File: src/rtl/digest_update_ctrl.sv
// Final SHA-256 hash-state update: H[i] += W[i] for i = 0..NWORDS-1, one word per
// cycle through an external shared adder. Holds the digest registers H0..H7.
module digest_update_ctrl #(
  parameter int unsigned WIDTH  = 32,
  parameter int unsigned NWORDS = 8
) (
  input  logic                      i_clk,
  input  logic                      i_rst,
  input  logic                      i_init,
  input  logic                      i_start,
  input  logic [WIDTH*NWORDS-1:0]   i_work,
  output logic                      o_busy,
  output logic                      o_done,
  output logic [WIDTH*NWORDS-1:0]   o_digest,
  output logic                      o_add_en,
  output logic [WIDTH-1:0]          o_add_a,
  output logic [WIDTH-1:0]          o_add_b,
  input  logic [WIDTH-1:0]          i_add_summ
);

  localparam int unsigned IdxW = (NWORDS > 1) ? $clog2(NWORDS) : 1;
  localparam int unsigned DigW = WIDTH * NWORDS;

  // SHA-256 initial hash value, H0 in the least significant word.
  localparam logic [DigW-1:0] Iv = {
    32'h5be0cd19, 32'h1f83d9ab, 32'h9b05688c, 32'h510e527f,
    32'ha54ff53a, 32'h3c6ef372, 32'hbb67ae85, 32'h6a09e667
  };

  localparam logic [IdxW-1:0] LastIdx = IdxW'(NWORDS - 1);

  typedef enum logic [1:0] {
    StIdle = 2'd0,
    StAdd  = 2'd1,
    StDone = 2'd2
  } state_e;

  state_e            state_q, state_d;
  logic [IdxW-1:0]   idx_q, idx_d;
  logic [DigW-1:0]   h_q, h_d;
  logic [DigW-1:0]   w_q, w_d;

  // State, index, digest and working-variable registers.
  always_ff @(posedge i_clk or posedge i_rst) begin
    if (i_rst) begin
      state_q <= StIdle;
      idx_q   <= '0;
      h_q     <= Iv;
      w_q     <= '0;
    end else begin
      state_q <= state_d;
      idx_q   <= idx_d;
      h_q     <= h_d;
      w_q     <= w_d;
    end
  end

  // Next-state logic and decoded adder/handshake outputs.
  always_comb begin
    state_d  = state_q;
    idx_d    = idx_q;
    h_d      = h_q;
    w_d      = w_q;
    o_done   = 1'b0;
    o_add_en = 1'b0;
    o_add_a  = '0;
    o_add_b  = '0;

    case (state_q)
      StIdle: begin
        // init has priority; a coincident start is dropped.
        if (i_init) begin
          h_d = Iv;
        end else if (i_start) begin
          w_d     = i_work;
          idx_d   = '0;
          state_d = StAdd;
        end
      end
      StAdd: begin
        o_add_en = 1'b1;
        o_add_a  = h_q[idx_q*WIDTH +: WIDTH];
        o_add_b  = w_q[idx_q*WIDTH +: WIDTH];
        h_d[idx_q*WIDTH +: WIDTH] = i_add_summ;
        if (idx_q == LastIdx) begin
          idx_d   = '0;
          state_d = StDone;
        end else begin
          idx_d = idx_q + IdxW'(1);
        end
      end
      StDone: begin
        o_done  = 1'b1;
        state_d = StIdle;
      end
      default: begin
        state_d = StIdle;
      end
    endcase
  end

  assign o_busy   = (state_q != StIdle);
  assign o_digest = h_q;

endmodule

File: config.mk
export PLATFORM = sky130hd
export DESIGN_NAME = digest_update_ctrl
export DESIGN_NICKNAME = d
export VERILOG_FILES = /design/src/rtl/digest_update_ctrl.sv
export SDC_FILE = /design/constraint.sdc
export NUM_CORES = 1
export LEC_CHECK = 0
export CAP_MARGIN = 20
export CORE_ASPECT_RATIO = 0.6
export CORE_MARGIN = 3
export CORE_UTILIZATION = 50
export DETAILED_ROUTE_END_ITERATION = 16
export PLACE_DENSITY_LB_ADDON = 0.12
export SETUP_SLACK_MARGIN = 0.02
export SYNTH_ARGS = -nofsm -noshare
export SYNTH_HDL_FRONTEND = slang
export SYNTH_SLANG_ARGS = --single-unit
File: constraint.sdc
create_clock -name i_clk -period 24.2 [get_ports i_clk]
set_input_delay 7.26 -clock i_clk [delete_from_list [all_inputs] [get_ports i_clk]]
set_output_delay 7.26 -clock i_clk [all_outputs]
set_load 0.01 [all_outputs]
# Word level (Yosys, flattened, before mapping)
# Cells that the tools add are included.
[word_totals]
reg_bits = 517
out_inout_bits = 323
inputBits = 292
wordCells = 40
[classes]
n_shift = 4
reduce_logical = 7
n_bitwise = 1
muxes = 15
add_sub_neg = 2
eq_ne = 7
[ops]
columns = ["operator", "count"]
rows = [
  ["256-bit one-hot mux with 2 select lines", 1],
  ["256-bit by 9-bit variable part select with 32-bit output", 2],
  ["256-bit bitwise mux", 1],
  ["256-bit two-way mux", 1],
  ["32-bit by 34-bit variable shift with 256-bit output (first input constant)", 1],
  ["32-bit by 34-bit variable part select with 256-bit output", 1],
  ["32-bit two-way mux", 2],
  ["8-bit negation with 34-bit output", 1],
  ["3-bit two-way mux", 3],
  ["3-bit AND reduction", 3],
  ["2-bit != test (second input constant)", 4],
  ["2-bit two-way mux", 3],
  ["3-bit one-hot mux with 2 select lines", 1],
  ["2-bit one-hot mux with 2 select lines", 1],
  ["2-bit nonzero test", 2],
  ["3-bit by 1-bit adder with 3-bit output (second input constant)", 1],
  ["3-bit == test (second input constant)", 1],
  ["2-bit by 1-bit == test with 1-bit output (second input constant)", 1],
  ["2-bit == test (second input constant)", 1],
  ["2-bit zero test", 1],
  ["1-bit two-way mux", 2],
  ["2-bit AND reduction", 1],
  ["1-bit NOT", 1],
]

# Longest topological paths before layout
[logic_depth]
ltp_word = 4
depth_mapped = 14
ltp_nobuf = 6

# Least setup slack after synthesis
# Ideal clock, no wire load.
[synth_timing]
path_type = "reg-to-output"
startpoint = "register idx_q[0]"
endpoint = "output o_add_a[22]"
slack_ns = 15.255
arrival_time_ns = 1.685
required_time_ns = 16.940
path_buffers = 4
stages_incl_launch_ff = 8
path_cell_list = "dfrtp_1 -> buf_4 -> buf_2 -> buf_2 -> inv_1 -> clkbuf_1 -> nand2_1 -> a21oi_1"
[synth_via]
elab_chain_len = 2
[synth_rtl]
columns = ["item", "line", "source"]
rows = [
  ["from (decl)", "39", "logic [IdxW-1:0] idx_q, idx_d;"],
  ["from (signal assigned)", "52", "idx_q <= idx_d;"],
  ["256-bit by 9-bit variable part select with 32-bit output", "82", "o_add_a = h_q[idx_q*WIDTH +: WIDTH];"],
  ["32-bit two-way mux", "69", "case (state_q)"],
  ["to (decl)", "16", "output logic [WIDTH-1:0] o_add_a,"],
]
# Every way passes these cells.

# Worst setup path after layout
[layout_timing]
startpoint = "register idx_q[1]"
endpoint = "output o_add_a[7]"
# Same word-level chain as after synthesis.

==> results list <==
- Die ar.: about 53,000 sq um
- Of the post-synthesis cell area, the dominant cell type holds 0.383.
* Average vias per placed instance: 6.12
* Count of antenna-violating nets left after detailed routing: 0
- The worst setup path is captured at an output pin.
* Pins Over Slew Limit: 0
- CTS Root Buffer Type: sky130_fd_sc_hd__clkbuf_16
* Gpl congestion: 1.03
- The worst setup path is of the register to output pin kind.
- Number of distinct library cells after synthesis: 48
* Most frequently used flop master after synthesis: sky130_fd_sc_hd__dfrtp_1
- Of all nets on the critical path, the largest fanout is 58.
* Final net count: ~3,300
- Of the total power, combinational logic draws 0.477.
- Least setup slack across all paths after layout: 12.21 ns
* Fill cells: between 3,000 and 4,000
- Net Count, Synth: 2,824
* Initial cell density of the core: 0.513
- Period utilization: 0.495
- The first detailed-routing pass took 6 iterations.
* Switching power total: 1.87 mW
- The later pin in the worst-skew pair is clocked with a latency of 0.58 ns.
* Post-Syn Instances: 2,525
- Summing every instance area after synthesis gives 24,900 sq um.
- In the final layout, the share of cells above drive strength 1 is 0.131.
- The critical path starts at idx_q[1]$_DFFE_PP0P_.
- Setup violations remaining at the end of the flow were counted as 0.
* Core Area: a little under 50,000 sq um
* Port-buffer cells: 614
- The worst path needs 11.99 ns of the cycle, external delays included.
* Remaining max-slew budget at the tightest pin: 0.222
- After detailed placement, the total cell area comes to 31,200 sq um.
- Final routed wirelength across all metal layers: 99.3 mm
- For this run, the total global-route usage over all layers was measured as 0.372.
- Of all cell types, the one taking the most synthesized area is sky130_fd_sc_hd__dfrtp_1.
- Overflow left after global routing: 0
* Count of state elements after synthesis: a little over 500
- The min-delay analysis places its worst path in the category register to register.
- Data on the critical path is required at its endpoint by 16.94 ns.
* Maximum clock insertion buffer count: 3
- Largest net degree at the start of global routing: 259
* TritonCTS clock tree: done
* Count of warnings emitted by yosys: 0
- Relative to the synthesized area, the layout overhead comes to 32.5%.
- The hold violation total from the final report came to 0.
- Leakage: 14.3 nW
- Ys async rst share: 1.00
- The internal power of the cells totals 2.68 mW.
* Worst clock skew on the final layout: about 0.017 ns
- Number of enable-type register cells in the synthesized netlist: 0
- At the worst endpoint, the arrival time is 4.73 ns.
- After detailed routing, the number of remaining DRC violations is 0.
* CTS H-tree lvls: 2
* Reported max-cap violation count: 0
* Clock group share of total power: 0.176
* Ports placed on the boundary: 615
* Setup_tns: 0 ns
* Chip Height: 179 microns
* Via count of the first global-routing pass: around 22,000
* Number of rows in the core area: 62
- Unrepaired setup endpoints after global routing: false
- The worst setup path is launched from a register.
- Leaving out fill and tap cells, the most frequent cell in the layout is sky130_fd_sc_hd__nand2_1.
* FF-to-FF Start: idx_q[0]$_DFFE_PP0P_
* Number of antenna violations at the first check in global routing: 15
- OpenSTA, run right after detailed placement, puts the worst setup slack at ~13 ns.
- Global-route wire length before repair: 146 mm
- Clock net sink count: between 500 and 600
* Worst hold start: w_q[173]$_DFFE_PP0P_
- In the layout the commonest cells are 1,040 x sky130_fd_sc_hd__nand2_1, 614 x sky130_fd_sc_hd__clkdlybuf4s50_1, 378 x sky130_fd_sc_hd__dfrtp_1, 180 x sky130_fd_sc_hd__o21ai_0, 163 x sky130_fd_sc_hd__o211ai_1.
- Peak Freq: 83.4 MHz
* Portion of total power attributed to sequential cells: 0.347
* DR vias: 22,600
- After clock tree synthesis, the repair step resized 0 gates.
* Status: finished, final reports clean
- In this run, post-CTS hold repair placed 0 buffers.
* Post-CTS setup repair buffer count: 0
* Clk slew on worst S/H paths: 0.06 ns
- After routing the design area is 33,000 sq um.
- Die Width: around 290 microns
- Dividing total power by cell area gives a power density of about 140 nW/um^2.
- Peak supply drop: 0.101 mV
* TritonCTS buffer count: 49
* Switching power as a share of total power: 0.411
- Leading cell types by total area after synthesis: sky130_fd_sc_hd__dfrtp_1 38%, sky130_fd_sc_hd__nand2_1 16%, sky130_fd_sc_hd__dfstp_2 14%
* 1st-iter DRT viols: 2,606
* Mean area per synthesized cell: about 10 sq um
- For this run, the register share of the synthesized area comes to 0.527.
- Pin slew with the least headroom to its limit: 1.17 ns
- Wirelength per Cell: 26.9 microns
- HPWL after detailed placement: ~69 mm
## layer usage
metal / vias up / part of all wire / global-route usage
li1: 9607 / - / -
met1: 11400 / 0.39 / 0.510
met2: 1315 / 0.44 / 0.539
met3: 235 / 0.13 / 0.146
met4: 6 / 0.041 / 0.130
met5: - / 0.00032 / 0
## worst max-delay path, cell delays in order (launching register included)
cell and delay (ns):
sky130_fd_sc_hd__dfrtp_4 0.74, sky130_fd_sc_hd__buf_4 0.81, sky130_fd_sc_hd__buf_4 0.94, sky130_fd_sc_hd__mux4_2 0.62, sky130_fd_sc_hd__nand2_1 0.25, sky130_fd_sc_hd__a21oi_1 0.11, sky130_fd_sc_hd__clkdlybuf4s50_1 0.50
## final timing paths
path | end | slack, ns | cells after the start
setup / recovery | o_add_a[7] | 12.21 | 6
hold / removal | w_q[173]$_DFFE_PP0P_ | 0.47 | 2
setup reg to reg | o_digest[140]$_DFFE_PP1P_ | 19.76 | 8
hold reg to reg | w_q[173]$_DFFE_PP0P_ | 0.47 | 2
max in group asynchronous | o_digest[211]$_DFFE_PP0P_ | 14.50 | 4
min in group asynchronous | w_q[153]$_DFFE_PP0P_ | 7.25 | 2
## Yosys cell counts, types with 3 or more instances
| master | n |
|---|---|
| sky130_fd_sc_hd__o21ai_0 | 180 |
| sky130_fd_sc_hd__or2_2 | 4 |
| sky130_fd_sc_hd__a32o_1 | 11 |
| sky130_fd_sc_hd__mux2i_1 | 48 |
| sky130_fd_sc_hd__nor2_1 | 34 |
| sky130_fd_sc_hd__inv_1 | 20 |
| sky130_fd_sc_hd__nand4_1 | 16 |
| sky130_fd_sc_hd__nor3b_1 | 3 |
| sky130_fd_sc_hd__nor3_1 | 3 |
| sky130_fd_sc_hd__a22o_1 | 11 |
| sky130_fd_sc_hd__a21oi_1 | 73 |
| sky130_fd_sc_hd__mux4_2 | 128 |
| sky130_fd_sc_hd__o31ai_1 | 7 |
| sky130_fd_sc_hd__buf_6 | 4 |
| sky130_fd_sc_hd__nand3b_1 | 3 |
| sky130_fd_sc_hd__nand2_1 | 1040 |
| sky130_fd_sc_hd__nand3_1 | 4 |
| sky130_fd_sc_hd__buf_1 | 15 |
| sky130_fd_sc_hd__buf_2 | 72 |
| sky130_fd_sc_hd__a221o_1 | 5 |
| sky130_fd_sc_hd__ha_1 | 7 |
| sky130_fd_sc_hd__dfrtp_1 | 381 |
| sky130_fd_sc_hd__dfstp_2 | 136 |
| sky130_fd_sc_hd__buf_4 | 7 |
| sky130_fd_sc_hd__o211ai_1 | 163 |
| sky130_fd_sc_hd__clkbuf_1 | 123 |
## power groups by stage
stage / clock [mW] / combinational, mW / sequential [mW]
floorplan: 0 / 1.23 / 1.47
global placement: 0 / 2.08 / 1.56
detailed placement: 0 / 2.12 / 1.57
CTS: 0.805 / 2.13 / 1.56
global route: 0.841 / 2.31 / 1.60
finish: 0.800 / 2.17 / 1.58
## per-stage QoR
| step | hold slack, ns | total power [mW] | std cells | utilization |
|---|---|---|---|---|
| after global placement | 0.453 | 3.64 | 3590 | 0.644 |
| after floorplan | 0.440 | 2.70 | 2525 | - |
| after detailed placement | 0.460 | 3.69 | 3590 | 0.644 |
| after CTS | 0.475 | 4.50 | 3681 | 0.678 |
| after global routing | 0.495 | 4.76 | 3692 | 0.680 |
| final | 0.474 | 4.55 | 3694 | 0.680 |
## flip-flops by register name (all words and copies together) (netlist names)
name	flops
idx_q	3
o_digest	256
state_q	2
w_q	256
## kinds of logic (layout without fill, tap and decap cells)
logic type	after synthesis	in the layout	synth area share
buffers and inverters	243	762	0.0426
muxes	176	176	0.135
other	0	10	0
AOI/OAI and AO/OA	455	455	0.114
and+or+nand+nor	1127	1127	0.178
DFF	517	517	0.527
adders and majority gates	7	7	0.00352
## final cells by class
cell class / count / area [sq um] / area share
flip-flops and latches: 517 / 13100 / 0.398
multi-input cells: 1765 / 10800 / 0.328
repair buffers: 650 / 6480 / 0.197
clock buffers: 83 / 1520 / 0.0463
well taps: 640 / 801 / 0.0243
clock inverters: 8 / 123 / 0.00372
inverters: 21 / 86.3 / 0.00262
diodes: 10 / 25.0 / 0.000759
No activity file was read; power rests on OpenSTA's default activity.
